--- src/rtl/bus_uart_tx_device.sv ---
// ---------------------------------------------------------------------------
// bus_uart_tx_device
//
// Memory-mapped UART transmitter acting as a responder on the core data bus.
// Bytes written to TXDATA are queued in a circular FIFO and sent 8N1,
// LSB first, on uart_tx. STATUS and DIVISOR are readable with one cycle of
// read latency.
//
// Register window (16 bytes at BASE_ADDRESS):
//   0x0 TXDATA  (W)  byte_enable[0] pushes write_data[7:0]; reads return 0
//   0x4 STATUS  (RW) {OVERFLOW, EMPTY, FULL, BUSY} in [3:0], count in [8:4];
//                    write 1 to bit3 (byte_enable[0]) clears OVERFLOW
//   0x8 DIVISOR (RW) clock cycles per UART bit in [15:0], per-lane writes
//   0xC reserved     reads 0, writes ignored
//
// Ports:
//   clock             system clock, rising-edge active
//   reset             asynchronous, active-high reset
//   bus_address       byte address from the core
//   bus_read_data     registered read data (valid the cycle after a read)
//   bus_write_data    write data from the core
//   bus_byte_enable   byte lanes of the access
//   bus_read_enable   read strobe, one cycle per access
//   bus_write_enable  write strobe, one cycle per access
//   uart_tx           serial output, idles high
//   tx_irq            high while the FIFO is empty and the serializer idle
// ---------------------------------------------------------------------------
module bus_uart_tx_device #(
    parameter logic [31:0] BASE_ADDRESS = 32'h1000_0000,
    parameter int          CLOCK_DIV    = 434,
    parameter int          FIFO_DEPTH   = 8
) (
    input  logic        clock,
    input  logic        reset,
    input  logic [31:0] bus_address,
    output logic [31:0] bus_read_data,
    input  logic [31:0] bus_write_data,
    input  logic [3:0]  bus_byte_enable,
    input  logic        bus_read_enable,
    input  logic        bus_write_enable,
    output logic        uart_tx,
    output logic        tx_irq
);

    localparam int AW = $clog2(FIFO_DEPTH);

    typedef enum logic [1:0] {
        ST_IDLE,
        ST_START,
        ST_DATA,
        ST_STOP
    } tx_state_t;

    // -----------------------------------------------------------------------
    // Address decode
    // -----------------------------------------------------------------------
    logic       hit;
    logic [1:0] offset;

    assign hit    = (bus_address[31:4] == BASE_ADDRESS[31:4]);
    assign offset = bus_address[3:2];

    // Bits of the bus that this block never looks at.
    logic unused_bits;
    assign unused_bits = &{1'b0, bus_address[1:0], bus_write_data[31:16],
                           bus_byte_enable[3:2]};

    // -----------------------------------------------------------------------
    // State
    // -----------------------------------------------------------------------
    logic [7:0]  fifo_mem [FIFO_DEPTH];
    logic [AW:0] wr_ptr;
    logic [AW:0] rd_ptr;
    logic        overflow;
    logic [15:0] divisor;

    tx_state_t   state;
    logic [7:0]  shift_reg;
    logic [2:0]  bit_idx;
    logic [15:0] baud_cnt;
    logic [15:0] eff_div;

    // -----------------------------------------------------------------------
    // FIFO status. The extra pointer bit tells full from empty when the
    // index bits match.
    // -----------------------------------------------------------------------
    logic        fifo_empty;
    logic        fifo_full;
    logic [AW:0] fifo_count;
    logic [4:0]  count_field;

    assign fifo_empty  = (wr_ptr == rd_ptr);
    assign fifo_full   = (wr_ptr[AW] != rd_ptr[AW]) &&
                         (wr_ptr[AW-1:0] == rd_ptr[AW-1:0]);
    assign fifo_count  = wr_ptr - rd_ptr;
    assign count_field = 5'(fifo_count);

    // -----------------------------------------------------------------------
    // Push / pop control. A pop in the same cycle frees a slot, so a push
    // into a full FIFO is still accepted when the serializer takes the head.
    // -----------------------------------------------------------------------
    logic push_req;
    logic pop;
    logic push_accept;
    logic overflow_set;
    logic overflow_clr;
    logic div_write;

    assign push_req     = bus_write_enable && hit && (offset == 2'd0) &&
                          bus_byte_enable[0];
    assign pop          = (state == ST_IDLE) && !fifo_empty;
    assign push_accept  = push_req && (!fifo_full || pop);
    assign overflow_set = push_req && fifo_full && !pop;
    assign overflow_clr = bus_write_enable && hit && (offset == 2'd1) &&
                          bus_byte_enable[0] && bus_write_data[3];
    assign div_write    = bus_write_enable && hit && (offset == 2'd2);

    // NOTE: the FIFO storage has no reset; the pointers alone define which
    // entries are valid, so clearing the array would only cost flops.
    always_ff @(posedge clock) begin
        if (push_accept) begin
            fifo_mem[wr_ptr[AW-1:0]] <= bus_write_data[7:0];
        end
    end

    always_ff @(posedge clock or posedge reset) begin
        if (reset) begin
            wr_ptr   <= '0;
            rd_ptr   <= '0;
            overflow <= 1'b0;
            divisor  <= 16'(CLOCK_DIV);
        end else begin
            if (push_accept) begin
                wr_ptr <= wr_ptr + 1'b1;
            end
            if (pop) begin
                rd_ptr <= rd_ptr + 1'b1;
            end
            if (overflow_set) begin
                overflow <= 1'b1;
            end else if (overflow_clr) begin
                overflow <= 1'b0;
            end
            if (div_write && bus_byte_enable[0]) begin
                divisor[7:0] <= bus_write_data[7:0];
            end
            if (div_write && bus_byte_enable[1]) begin
                divisor[15:8] <= bus_write_data[15:8];
            end
        end
    end

    // -----------------------------------------------------------------------
    // Read path. Values are sampled before this cycle's write lands, so a
    // simultaneous read and write returns the old contents.
    // -----------------------------------------------------------------------
    logic [31:0] read_value;

    // NOTE: every output of a combinational block gets a default first so
    // that no path leaves it unassigned and a latch cannot be inferred.
    always_comb begin
        read_value = 32'd0;
        case (offset)
            2'd1: read_value = {23'd0, count_field, overflow, fifo_empty,
                                fifo_full, (state != ST_IDLE)};
            2'd2: read_value = {16'd0, divisor};
            default: read_value = 32'd0;
        endcase
    end

    // NOTE: sequential state uses non-blocking assignments so every flop
    // samples the pre-edge values regardless of block ordering.
    always_ff @(posedge clock or posedge reset) begin
        if (reset) begin
            bus_read_data <= 32'd0;
        end else if (bus_read_enable && hit) begin
            bus_read_data <= read_value;
        end else begin
            bus_read_data <= 32'd0;
        end
    end

    // -----------------------------------------------------------------------
    // Serializer. The bit period is latched at frame start so DIVISOR writes
    // mid-frame take effect on the next frame only. A divisor of 0 runs at
    // one cycle per bit.
    // -----------------------------------------------------------------------
    logic [15:0] start_div;
    assign start_div = (divisor == 16'd0) ? 16'd1 : divisor;

    always_ff @(posedge clock or posedge reset) begin
        if (reset) begin
            state     <= ST_IDLE;
            shift_reg <= 8'd0;
            bit_idx   <= 3'd0;
            baud_cnt  <= 16'd0;
            eff_div   <= 16'd1;
            uart_tx   <= 1'b1;
        end else begin
            case (state)
                ST_IDLE: begin
                    if (!fifo_empty) begin
                        shift_reg <= fifo_mem[rd_ptr[AW-1:0]];
                        eff_div   <= start_div;
                        baud_cnt  <= start_div - 16'd1;
                        uart_tx   <= 1'b0;
                        state     <= ST_START;
                    end
                end
                ST_START: begin
                    if (baud_cnt == 16'd0) begin
                        bit_idx  <= 3'd0;
                        uart_tx  <= shift_reg[0];
                        baud_cnt <= eff_div - 16'd1;
                        state    <= ST_DATA;
                    end else begin
                        baud_cnt <= baud_cnt - 16'd1;
                    end
                end
                ST_DATA: begin
                    if (baud_cnt == 16'd0) begin
                        baud_cnt <= eff_div - 16'd1;
                        if (bit_idx == 3'd7) begin
                            uart_tx <= 1'b1;
                            state   <= ST_STOP;
                        end else begin
                            bit_idx <= bit_idx + 3'd1;
                            uart_tx <= shift_reg[bit_idx + 3'd1];
                        end
                    end else begin
                        baud_cnt <= baud_cnt - 16'd1;
                    end
                end
                ST_STOP: begin
                    if (baud_cnt == 16'd0) begin
                        state <= ST_IDLE;
                    end else begin
                        baud_cnt <= baud_cnt - 16'd1;
                    end
                end
                default: state <= ST_IDLE;
            endcase
        end
    end

    // Interrupt reflects the registered FIFO/serializer state of the
    // previous cycle.
    always_ff @(posedge clock or posedge reset) begin
        if (reset) begin
            tx_irq <= 1'b1;
        end else begin
            tx_irq <= fifo_empty && (state == ST_IDLE);
        end
    end

endmodule

--- config.mk ---
export PLATFORM = sky130hd
export DESIGN_NAME = bus_uart_tx_device
export DESIGN_NICKNAME = d
export VERILOG_FILES = /design/src/rtl/bus_uart_tx_device.sv
export SDC_FILE = /design/constraint.sdc
export NUM_CORES = 1
export LEC_CHECK = 0
export ABC_AREA = 1
export BUFFER_PORTS_ARGS = -buffer_cell sky130_fd_sc_hd__clkbuf_2
export CORE_AREA = 2 2 122 124
export CTS_CLUSTER_SIZE = 40
export DETAILED_ROUTE_END_ITERATION = 12
export DIE_AREA = 0 0 124 126
export GPL_TIMING_DRIVEN = 0
export HOLD_SLACK_MARGIN = 0.12
export PLACE_DENSITY = 0.78
export SETUP_SLACK_MARGIN = 0.15
export SLEW_MARGIN = 30
export SYNTH_ARGS = -nofsm -noshare
export SYNTH_HDL_FRONTEND = slang
export SYNTH_SLANG_ARGS = --single-unit
--- constraint.sdc ---
create_clock -name clock -period 3.7 [get_ports clock]
set_input_delay 1.11 -clock clock [delete_from_list [all_inputs] [get_ports clock]]
set_output_delay 1.11 -clock clock [all_outputs]
set_load 0.02 [all_outputs]
==> flow_results.xml <==
<?xml version="1.0" encoding="UTF-8"?>
<metrics>
  <group name="run_status">
    <metric name="run_status" unit="">completed</metric>
  </group>
  <group name="logic_synthesis">
    <metric name="cell_area_after_technology_mapping" unit="um2">8090</metric>
    <metric name="synth.top_cells.by_area" unit="">sky130_fd_sc_hd__dfrtp_1, sky130_fd_sc_hd__edfxtp_1, sky130_fd_sc_hd__nand2_1, sky130_fd_sc_hd__nor2_1, sky130_fd_sc_hd__o21ai_0</metric>
    <metric name="fraction_of_synthesized_cell_area_in_xor_and_xnor_cells" unit="%">2.37</metric>
    <metric name="synth_enable_flop_cells" unit="">64</metric>
    <metric name="synth_top_cell_area_share" unit="%">24.8</metric>
    <metric name="synth-adder-area-share" unit="%">3.19</metric>
    <metric name="count_of_synthesis_stage_warnings_from_yosys" unit="">0</metric>
    <metric name="netlist_instances" unit="">977</metric>
    <metric name="synth_most_common_cell" unit="">sky130_fd_sc_hd__nand2_1</metric>
    <metric name="synthesis.area_per_instance" unit="um2">8.28</metric>
    <metric name="ys_ff_latch" unit="">152</metric>
    <metric name="synth-simple-area-share" unit="%">26.9</metric>
    <metric name="synth_compound_gate_area_share" unit="%">9.47</metric>
    <metric name="synthDominantAreaCellType" unit="">sky130_fd_sc_hd__dfrtp_1</metric>
    <metric name="synth_mux_area_share" unit="%">0</metric>
    <metric name="synth_top_flop_cell" unit="">sky130_fd_sc_hd__dfrtp_1</metric>
    <metric name="share_of_flip_flops_with_an_asynchronous_set_or_reset" unit="%">57.9</metric>
    <metric name="synth_cell_type_count" unit="">40</metric>
    <metric name="main_combinational_cell_family_by_area_after_synthesis" unit="">simple AND/OR/NAND/NOR gates</metric>
    <metric name="yosysSeqAreaShare" unit="%">51.1</metric>
    <metric name="synth.cells.most_frequent" unit="">sky130_fd_sc_hd__nand2_1, sky130_fd_sc_hd__nor2_1, sky130_fd_sc_hd__dfrtp_1, sky130_fd_sc_hd__inv_1, sky130_fd_sc_hd__o21ai_0</metric>
  </group>
  <group name="min_path">
    <metric name="min_delay_path_depth" unit="">2</metric>
    <metric name="worst_hold_path_type" unit="">reg -&gt; reg</metric>
    <metric name="timing.hold.worst_endpoint" unit="">shift_reg[2]</metric>
    <metric name="hold_path.startpoint" unit="">shift_reg[2]</metric>
  </group>
  <group name="sta">
    <metric name="slew-limit-headroom" unit="%">46.8</metric>
    <metric name="slew_viol_final" unit="">0</metric>
    <metric name="timing.final.crit_period" unit="ps">3560</metric>
    <metric name="hold_viol" unit="">0</metric>
    <metric name="skew" unit="ps">18.6</metric>
    <metric name="max_clock_freq" unit="MHz">281</metric>
    <metric name="timing_worst_slew_pin_value" unit="ps">794</metric>
    <metric name="rsz0062_at_grt" unit="">true</metric>
    <metric name="final-setup-viol-count" unit="">0</metric>
    <metric name="setup_tns" unit="ps">0</metric>
    <metric name="worst_hold_slack" unit="ps">481</metric>
    <metric name="timing.final.crit_share" unit="%">96.3</metric>
  </group>
  <group name="worst_setup_path">
    <metric name="register_to_register_setup_slack" unit="ps">140</metric>
    <metric name="startpoint_of_the_most_critical_register_to_register_path" unit="">rd_ptr[2]</metric>
    <metric name="worstSetupEndpointType" unit="">flip-flop</metric>
    <metric name="critical_path.max_fanout" unit="">10</metric>
    <metric name="critical_path_arrival" unit="ps">3610</metric>
    <metric name="critical_path_class" unit="">reg -&gt; reg</metric>
    <metric name="reg2regPathDepth" unit="">11</metric>
    <metric name="critPathLaunchType" unit="">flip-flop</metric>
    <metric name="worst_r2r_endpoint" unit="">fifo_mem[7][2]</metric>
    <metric name="cp_data_required_time" unit="ps">3750</metric>
    <metric name="startpoint" unit="">rd_ptr[2]</metric>
  </group>
  <group name="power">
    <metric name="switching_power" unit="mW">1.29</metric>
    <metric name="p_int" unit="mW">3.11</metric>
    <metric name="p_leak" unit="nW">4.43</metric>
    <metric name="ir_worst_vdd" unit="mV">0.420</metric>
    <metric name="clock_power_share" unit="%">41.1</metric>
    <metric name="power_density" unit="nW/um2">469</metric>
    <metric name="power.switching_fraction" unit="%">29.3</metric>
    <metric name="comb_power_share" unit="%">16.0</metric>
    <metric name="p_seq_share" unit="%">42.9</metric>
    <metric name="post-layout-total-power" unit="mW">4.39</metric>
  </group>
  <group name="finish">
    <metric name="largest_register_ff_count" unit="">64</metric>
    <metric name="ff_latch_area" unit="um2">4130</metric>
    <metric name="final_layout_size_suffix_gt1_share" unit="%">13.5</metric>
    <metric name="fillerInstances" unit="">1224</metric>
    <metric name="syn_to_final_growth" unit="%">15.8</metric>
    <metric name="antenna_cells_inserted" unit="">0</metric>
    <metric name="final_core_utilization" unit="%">65.4</metric>
    <metric name="multi_input_combinational_cell_area" unit="um2">3460</metric>
    <metric name="fin_nets" unit="">1172</metric>
  </group>
  <group name="floorplanning">
    <metric name="die_w" unit="um">124</metric>
    <metric name="die_y" unit="um">126</metric>
    <metric name="core_area" unit="um2">14300</metric>
    <metric name="floorplan.initialDensity" unit="%">56.5</metric>
    <metric name="die_area" unit="um2">15600</metric>
    <metric name="pin_count" unit="">106</metric>
    <metric name="row_count" unit="">44</metric>
  </group>
  <group name="global_route">
    <metric name="grt_pass1_vias" unit="">6723</metric>
    <metric name="antenna_found_initial" unit="">0</metric>
    <metric name="global_route_wire_length_before_repair" unit="um">32400</metric>
    <metric name="grt.total_usage" unit="%">27.2</metric>
    <metric name="gr-total-overflow" unit="">0</metric>
    <metric name="grt_start_max_net_pins" unit="">72</metric>
  </group>
  <group name="routing">
    <metric name="route.detailed.wl_per_inst" unit="um">15.6</metric>
    <metric name="route.final.wire_length" unit="um">19900</metric>
    <metric name="antenna_viol_nets_final" unit="">0</metric>
    <metric name="route.detailed.vias_per_inst" unit="">5.49</metric>
    <metric name="drt_iter0_drc" unit="">712</metric>
    <metric name="dr_total_vias" unit="">7007</metric>
    <metric name="drt_first_pass_iters" unit="">5</metric>
    <metric name="drt_drc_violations_left" unit="">0</metric>
  </group>
  <group name="clocking">
    <metric name="hold_buffers" unit="">0</metric>
    <metric name="worst_setup_hold_path_clk_slew" unit="ps">70</metric>
    <metric name="buffer_levels_on_the_longest_clock_path" unit="">2</metric>
    <metric name="clock_latency" unit="ps">440</metric>
    <metric name="cts.htree.levels" unit="">4</metric>
    <metric name="cts_root_buffer_type" unit="">sky130_fd_sc_hd__clkbuf_16</metric>
    <metric name="cts_tree" unit="">done</metric>
    <metric name="clock_sink_count" unit="">152</metric>
    <metric name="cts_made_buffers" unit="">17</metric>
  </group>
  <group name="placement">
    <metric name="gpl.final_weighted_congestion" unit="">0.887</metric>
    <metric name="hpwlAfterDp" unit="um">14300</metric>
    <metric name="placement.io_buffers" unit="">68</metric>
  </group>
  <group name="job">
    <metric name="maxCapViolations" unit="">0</metric>
  </group>
</metrics>
==> logic make-up (layout without fill, tap and decap cells) <==
logic type	Yosys count	after routing
simple gates	524	524
other cells	1	16
buf+inv	124	225
fa+ha+maj	20	20
xor+xnor	21	21
compound gates	135	135
flops	152	152
==> cell type report <==
class                   count  area share (%)
well taps                 184            2.46
clock buffers              18            4.58
plain buffers              43            2.71
clock inverters            14            1.94
flip-flops and latches    152            44.2
repair buffers             69            3.93
inverters                  81            3.30
multi-input cells         716            36.9
==> routing by layer <==
| layer | global-route usage, % | vias to the layer above | wire length [um] | part of all wire, % |
|---|---|---|---|---|
| met1 | 37.1 | 3255 | 8360 | 42 |
| li1 | - | 3398 | - | - |
| met5 | 0 | - | 0 | 0 |
| met2 | 43.2 | 319 | 9500 | 48 |
| met3 | 6.07 | 35 | 1610 | 8.1 |
| met4 | 8.92 | 0 | 395 | 2.0 |
==> repair_timing <==
| action | in CTS | in global routing |
|---|---|---|
| buffers inserted | 0 | 0 |
| endpoints found under the hold margin | 0 | 0 |
| endpoints found under the setup margin | 0 | 64 |
| resized for setup | 0 | 2 |
==> critical path, stage by stage, from the launching register on <==
cell and delay (ps):
sky130_fd_sc_hd__dfrtp_1 360, sky130_fd_sc_hd__clkbuf_1 240, sky130_fd_sc_hd__inv_1 150, sky130_fd_sc_hd__clkbuf_1 470
sky130_fd_sc_hd__ha_1 380, sky130_fd_sc_hd__inv_1 110, sky130_fd_sc_hd__nor3_4 70, sky130_fd_sc_hd__nand3_1 130
sky130_fd_sc_hd__inv_1 110, sky130_fd_sc_hd__nor3_4 320, sky130_fd_sc_hd__nand2_1 210, sky130_fd_sc_hd__nor2_1 640
==> through the flow <==
| step | std cells | instance area [um2] | worst slack (ps) |
|---|---|---|---|
| after floorplan | 992 | 8140 | 325 |
| after global placement | 1244 | 8710 | -795 |
| after detailed placement | 1245 | 8750 | 210 |
| after CTS | 1277 | 9360 | 187 |
| after global routing | 1277 | 9360 | -46.1 |
| final | 1277 | 9360 | 138 |
==> worst max-delay path by stage <==
stage	endpoint	slack (ps)	cells past startpoint
after floorplan	baud_cnt[0]	320	1
after global routing	fifo_mem[0][4]	-50	11
after detailed placement	fifo_mem[0][1]	210	10
final	fifo_mem[7][2]	140	11
after global placement	divisor[14]	-800	2
after CTS	fifo_mem[0][4]	190	11
==> power groups by stage <==
stage          registers, mW  logic, mW  clock network (mW)
2_1_floorplan           1.90      0.507                   0
3_3_place_gp            1.91      0.675                   0
3_5_place_dp            1.92      0.695                   0
4_1_cts                 1.88      0.702                1.82
5_1_grt                 1.89      0.800                1.89
6_report                1.88      0.703                1.81
==> layout by cell type, fill, tap and decap left out, drive strengths merged, types with 3 or more instances in the layout <==
cell      n
xnor2     7
dfstp     8
o211ai    4
inv      89
dfrtp    80
o221ai   13
o21ai    81
edfxtp   64
xor2     14
a21oi    26
nor2    162
nand3    76
clkbuf  104
buf      26
ha       19
o22ai     4
clkinv    3
conb     16
nand2   263
nand3b    3
nor3      6
nand4    11
a22oi     4
(Power assumes the default switching activity.)
